### config.mk
export PLATFORM = sky130hd
export DESIGN_NAME = multiphase_clkgen
export DESIGN_NICKNAME = d
export VERILOG_FILES = /design/src/rtl/multiphase_clkgen.sv
export SDC_FILE = /design/constraint.sdc
export NUM_CORES = 1
export LEC_CHECK = 0
export ABC_AREA = 1
export BUFFER_PORTS_ARGS = -buffer_cell sky130_fd_sc_hd__buf_2
export CAP_MARGIN = 0
export CORE_MARGIN = 8
export CORE_UTILIZATION = 40
export DETAILED_ROUTE_END_ITERATION = 7
export PLACE_DENSITY_LB_ADDON = 0.1
export SLEW_MARGIN = 10
export SYNTH_ARGS = -nofsm -noshare
export SYNTH_HDL_FRONTEND = slang
export SYNTH_SLANG_ARGS = --single-unit
### constraint.sdc
create_clock -name master -period 3.8 [get_ports master]
set_input_delay 0.19 -clock master [delete_from_list [all_inputs] [get_ports master]]
set_output_delay 0.19 -clock master [all_outputs]
set_load 0.02 [all_outputs]
### src/rtl/multiphase_clkgen.sv
// Counter-based multiphase clock generator: NUM_PHASES non-overlapping strobes
// from one master clock, each slot being GAP_W dead cycles then PULSE_W high cycles.

module multiphase_clkgen_strobe (
  input  logic master,
  input  logic rst_n,
  input  logic load,
  input  logic clr,
  input  logic val,
  output logic phi
);
  always_ff @(posedge master) begin
    if (!rst_n)    phi <= 1'b0;
    else if (clr)  phi <= 1'b0;
    else if (load) phi <= val;
  end
endmodule

module multiphase_clkgen #(
  parameter int NUM_PHASES = 4,
  parameter int PULSE_W    = 4,
  parameter int GAP_W      = 1,
  parameter int IDX_W      = $clog2(NUM_PHASES)
) (
  input  logic                  master,
  input  logic                  rst_n,
  input  logic                  en,
  input  logic [NUM_PHASES-1:0] phase_mask,
  output logic [NUM_PHASES-1:0] phi,
  output logic [IDX_W-1:0]      phase_idx,
  output logic                  cycle_start,
  output logic                  active
);
  localparam int MAXC = (PULSE_W > GAP_W) ? PULSE_W : GAP_W;
  localparam int CW   = $clog2(MAXC + 1);

  typedef enum logic [1:0] {IDLE = 2'd0, GAP = 2'd1, PULSE = 2'd2} state_t;

  state_t          state_q, state_d;
  logic [CW-1:0]   cnt_q, cnt_d;
  logic [IDX_W-1:0] idx_q, idx_d;

  logic [NUM_PHASES-1:0] ld, clr, val;
  logic cs_d, act_d;

  // state register
  always_ff @(posedge master) begin
    if (!rst_n) begin
      state_q <= IDLE;
      cnt_q   <= '0;
      idx_q   <= '0;
    end else begin
      state_q <= state_d;
      cnt_q   <= cnt_d;
      idx_q   <= idx_d;
    end
  end

  // next-state
  always_comb begin
    state_d = state_q;
    cnt_d   = cnt_q;
    idx_d   = idx_q;
    unique case (state_q)
      IDLE: begin
        cnt_d = '0;
        idx_d = '0;
        if (en) state_d = GAP;
      end
      GAP: begin
        if (!en) begin
          state_d = IDLE;
          cnt_d   = '0;
          idx_d   = '0;
        end else if (cnt_q == CW'(GAP_W - 1)) begin
          state_d = PULSE;
          cnt_d   = '0;
        end else begin
          cnt_d = cnt_q + CW'(1);
        end
      end
      PULSE: begin
        // en is only looked at once the pulse has run its full width
        if (cnt_q == CW'(PULSE_W - 1)) begin
          cnt_d = '0;
          if (en) begin
            state_d = GAP;
            idx_d   = (idx_q == IDX_W'(NUM_PHASES - 1)) ? '0 : idx_q + IDX_W'(1);
          end else begin
            state_d = IDLE;
            idx_d   = '0;
          end
        end else begin
          cnt_d = cnt_q + CW'(1);
        end
      end
      default: begin
        state_d = IDLE;
        cnt_d   = '0;
        idx_d   = '0;
      end
    endcase
  end

  // output decode; mask is captured only on entry to PULSE
  always_comb begin
    cs_d  = (state_d == GAP) && (state_q != GAP) && (idx_d == '0);
    act_d = (state_d != IDLE);
    for (int k = 0; k < NUM_PHASES; k++) begin
      ld[k]  = (state_q != PULSE) && (state_d == PULSE);
      clr[k] = (state_d != PULSE);
      val[k] = (idx_d == IDX_W'(k)) && !phase_mask[k];
    end
  end

  always_ff @(posedge master) begin
    if (!rst_n) begin
      cycle_start <= 1'b0;
      active      <= 1'b0;
    end else begin
      cycle_start <= cs_d;
      active      <= act_d;
    end
  end

  assign phase_idx = idx_q;

  for (genvar k = 0; k < NUM_PHASES; k++) begin : g_ph
    multiphase_clkgen_strobe u_strb (
      .master (master),
      .rst_n  (rst_n),
      .load   (ld[k]),
      .clr    (clr[k]),
      .val    (val[k]),
      .phi    (phi[k])
    );
  end
endmodule

**After elaboration in Yosys (flattened, before gate mapping)**

Cells that the tools add are included.

- Add/sub/neg operators: 2
- Equal/unequal tests: 12
- Muxes and demuxes: 15
- Bitwise gates (word level): 1
- Reduce and logical (&&, ||, !) cells: 16

Operators by type and width:

| kind | count |
|---|---|
| 2-bit two-way mux | 8 |
| 2-bit == test (second input constant) | 5 |
| 3-bit two-way mux | 3 |
| 1-bit logical AND | 7 |
| 2-bit by 1-bit == test with 1-bit output (second input constant) | 3 |
| 2-bit case mux with 3 select lines | 1 |
| 3-bit case mux with 2 select lines | 1 |
| 1-bit logical NOT | 4 |
| 2-bit logical NOT | 2 |
| 2-bit inequality test (second input constant) | 2 |
| 2-bit case mux with 2 select lines | 1 |
| 3-bit by 1-bit adder with 3-bit output (second input constant) | 1 |
| 3-bit by 2-bit == test with 1-bit output (second input constant) | 1 |
| 3-bit logical NOT | 1 |
| 2-bit by 1-bit adder with 2-bit output (second input constant) | 1 |
| 2-bit by 1-bit inequality test with 1-bit output (second input constant) | 1 |
| 2-bit nonzero test | 1 |
| 2-bit OR reduction | 1 |
| 1-bit two-way mux | 1 |
| 1-bit NOT | 1 |

- Register bits after elaboration: 13
- Bits of input ports: 7
- Output and inout port bits: 8
- Word-level logic and storage cells: 55

**Depth between registers and ports, before layout**

- Word-level depth: 7
- Mapped depth: 11
- Mapped depth without buffers: 11

**Modules after synthesis**

Synthesis repeated with hierarchy kept, for this count alone.

- Cell total of the unflattened synthesis: 116
- Area, all modules: 827.0 um2

By module, submodules not included:

| module | times used | cells an instance | area each (um2) | seq. area each (um2) |
|---|---|---|---|---|
| multiphase_clkgen | 1 | 88 | 636.9 | 180.2 |
| multiphase_clkgen_strobe | 4 | 7 | 47.5 | 20.0 |

**Worst setup path after synthesis**

No wires, ideal clock.

- Kind: flip-flop to flip-flop
- Start point: reg cnt_q[0]
- End point: reg g_ph[0].u_strb.phi
- Library setup time: 0.121 ns
- Arrival: 1.384 ns
- Required time: 3.679 ns
- Slack: 2.296 ns
- Stages on the path, launching flop included: 11
- Buffers on the path: 0
- Clock period less this slack: 1.504 ns
- Path through: dfxtp_1 -> ha_1 -> ha_1 -> inv_1 -> nand2_1 -> nand3_1 -> nand2_1 -> nor2_1 -> nand2_1 -> nor2_1 -> a21oi_1

- Longest elaborated chain between the ends: 6
- Elaborated cells between the ends (all ways): 14
- Those cells by class: eq/ne: 3; mux: 6; reduce/logical: 5

RTL lines:

| what | RTL line | text |
|---|---|---|
| start: declaration | 40 | `logic [CW-1:0] cnt_q, cnt_d;` |
| start signal: assignment | 54 | `cnt_q <= cnt_d;` |
| 3-bit logical NOT | 75 | `end else if (cnt_q == CW'(GAP_W - 1)) begin` |
| 2-bit two-way mux | 75 |  |
| 2-bit two-way mux | 71 | `if (!en) begin` |
| 2-bit case mux with 3 select lines | 64 | `unique case (state_q)` |
| 2-bit inequality test / 2-bit == test (equally long branches) | 111, 110 |  |
| 2-bit OR reduction (no line) / 1-bit logical AND (equally long branches) | n/a |  |
| end signal: assignment | 15 | `else if (load) phi <= val;` |
| end: declaration | 10 | `output logic phi` |

Several ways; a longest one is shown, not always the timed one.
A chain may end at the register's enable or synchronous reset.

**Worst setup path in the final report**

- Start point: reg cnt_q[0]
- End point: reg g_ph[3].u_strb.phi

- Longest elaborated chain between the ends: 6
- Elaborated cells between the ends (all ways): 14
- Those cells by class: eq/ne: 4; mux: 6; reduce/logical: 4

RTL lines:

| what | RTL line |
|---|---|
| 3-bit logical NOT | 75 |
| 2-bit two-way mux | 75 |
| 2-bit two-way mux | 71 |
| 2-bit case mux with 3 select lines | 64 |
| 2-bit inequality test / 2-bit == test (equally long branches) | 111, 110 |
| 2-bit OR reduction (no line) / 1-bit logical AND (equally long branches) | n/a |
| end signal: assignment | 15 |
| end: declaration | 10 |

Several ways; a longest one is shown, not always the timed one.

==> results.yml <==
status:
  outcome: "complete, no violations"
layout:
  final_common_cell: "nand2_1"
  diodes: 0
  area_delta_synth_final_pct: 12.29
  nets: 150
  utilization_pct: 47.10
  layout_common_cells: "nand2_1, inv_1, nor2_1, buf_2, dfxtp_1"
  drive_above_1_share_pct: 20.15
detailed_routing:
  wirelength_um: 1694
  postRouteAntennaNets: 0
  via_count: 746
  post_drt_via_cell_ratio: 4.634
  dr.pass1.iters: 4
  routedWlPerCell_um: 10.52
  drt_iter0_drc: 9
  drcViolationCount: 0
setup_path:
  startpoint_type: "register"
  crit_family: "simple AND/OR/NAND/NOR gates"
  ff2ff_path_depth: 10
  r2r-start: "cnt_q[0]"
  slowest_delay_ps: 330
  worstSetupPathType: "reg -> reg"
  critical_path.max_fanout: 5
  crit_top_cell: "nand2_1"
  critPathLaunch: "cnt_q[0]"
  critical_path_buf_inv_count: 1
  worstPathRequired_ps: 3950
  critical_path.cell_chain: "ha_1 > ha_1 > inv_1 > nand2_1 > nand3_1 > nand2_1 > nor2_1 > nand2_1 > nor2_1 > a21oi_1"
  crit_end: "g_ph[3].u_strb.phi"
  cp.depth: 10
  arrival_ps: 1890
  cp-end-kind: "register"
  r2r-end: "g_ph[3].u_strb.phi"
  slowest_stage: "dfxtp_1"
  rrSetupSlack_ps: 2060
power:
  p_per_area_nw_per_um2: 320.6
  peakVddDrop_mv: 0.1822
  p_leak_nw: 0.4923
global_routing:
  grt_max_degree: 8
  grt_overflow: 0
  antenna_found_initial: 0
  grt_pass1_vias: 648
  grt_pass1_wl_um: 2753
  track_usage_pct: 9.894
place:
  numPortBuffers: 14
  gp_congestion: 0.8209
  dpl.hpwl_um: 1397
synthesis:
  synthesis.nets: 135
  syn_area_sq_um: 814.5
  ys_ff_latch: 13
  ys_seq_area_share_pct: 31.95
  synth.distinct_cells: 16
  synthCells: 120
  yosys_warnings: 0
  synth_area_per_cell_sq_um: 6.788
die:
  pin_count: 15
  die_y_um: 61.13
  row_count: 16
  core_sq_um: 1942
  dieArea_sq_um: 3736
  die_x_um: 61.13
  start_util_pct: 41.95
sta:
  setup-violations-final: 0
  max_freq_ghz: 0.5748
  grt_setup_unrepaired: "false"
  final.min_clock_period_ps: 1740
  hold_slack_ps: 201.2
  hold_viol_final: 0
  max_slew_margin_pct: 83.73
  slew_violations: 0
  fin_crit_sh_pct: 45.78
  tightest_slew_ps: 244.1
  tns_ps: 0
  skew_ps: 13.38
clocking:
  postCtsSetupBuffers: 0
  cts-buffers-inserted: 3
  cts-root-buf: "clkbuf_4"
  cts_hold_buf: 0
  cts.sinks: 13
  path_clk_slew_ps: 90
  ctsHtreeMaxLevel: 1
  clock_path_buffers: 2
  cts_tree: "built"
  cts.repair.resized: 0
  clkLatencyLatePin_ps: 280
min_path:
  hold_class: "in -> reg"
job:
  cap_violations: 0
## cells by family (layout without fill, tap and decap cells)
kind of cell | count (synthesis) | count (layout) | share of synthesized area [%]
buffers and inverters | 24 | 38 | 12.90
adder cells (fa/ha/maj) | 8 | 8 | 12.29
AO/OA/AOI/OAI | 6 | 6 | 3.686
flip-flops | 13 | 13 | 31.95
AND/OR/NAND/NOR | 69 | 69 | 39.17
## flip-flops by register name, indices dropped and copies added, names as in the netlist
register         count
cnt_q                3
cycle_start          1
g_ph.u_strb.phi      4
state_q              2
phase_idx            2
active               1
## cell type report
type	instances	area, sq um
flip-flops and latches	13	260.3
repair buffers	14	70.07
fillers	218	1027
inverters	20	75.07
multi-input cells	83	449.2
well taps	27	33.78
clock buffers	4	26.28
## cells in the mapped netlist
library cell	count	area (sq um)
nand3_1	10	50.05
buf_4	4	30.03
dfxtp_1	13	260.3
nand3b_1	2	15.01
a21oi_1	3	15.01
or2_2	4	25.02
nor2_4	1	11.26
o21ai_0	3	15.01
ha_1	8	100.1
nand2_1	28	105.1
inv_2	1	3.750
nor2_1	18	67.56
nand2_2	2	12.51
inv_1	19	71.32
nand3_2	2	20.02
nand4_1	2	12.51
## how the worst min path moves through the flow
stage | start | to | slack [ps] | cells past startpoint
2_1_floorplan | rst_n | cnt_q[1] | 350 | 2
3_3_place_gp | cnt_q[0] | cnt_q[0] | 430 | 1
3_5_place_dp | cnt_q[0] | cnt_q[0] | 440 | 1
4_1_cts | phase_mask[0] | g_ph[0].u_strb.phi | 200 | 4
5_1_grt | phase_mask[0] | g_ph[0].u_strb.phi | 200 | 4
6_report | phase_mask[0] | g_ph[0].u_strb.phi | 200 | 4
## power breakdown
| part | switching [W] | internal, W | leakage, nW | total, W |
|---|---|---|---|---|
| clock | 0.0000476 | 0.0000406 | 0.0150 | 0.0000882 |
| combinational | 0.0000392 | 0.0000206 | 0.372 | 0.0000598 |
| sequential | 0.00000265 | 0.000143 | 0.105 | 0.000145 |
| total | 0.0000894 | 0.000204 | 0.492 | 0.000293 |
## routing by layer
metal  global-route usage (%)  up-vias  part of all wire, %
met5                        0        -                    0
met4                    3.987        0                 0.83
met3                    3.340        2                  5.6
met2                    13.73       23                   41
met1                    13.44      327                   52
li1                         -      394                    -
## per-stage QoR
step	setup slack, ps	std cells	total power, W	instance area [sq um]
detailed placement	2113	157	0.0002083	888.4
finish	2060	161	0.0002932	914.6
global placement	2155	157	0.0002087	888.4
floorplan	2296	120	0.0001931	814.5
CTS	2079	161	0.0002957	914.6
global route	1862	161	0.0003092	914.6
## tightest hold or removal path, cell delays in order
cell and delay (ps):
buf_2 80, inv_1 30, nand3_1 70, a21oi_1 60
Power figures use the tool's default switching activity.
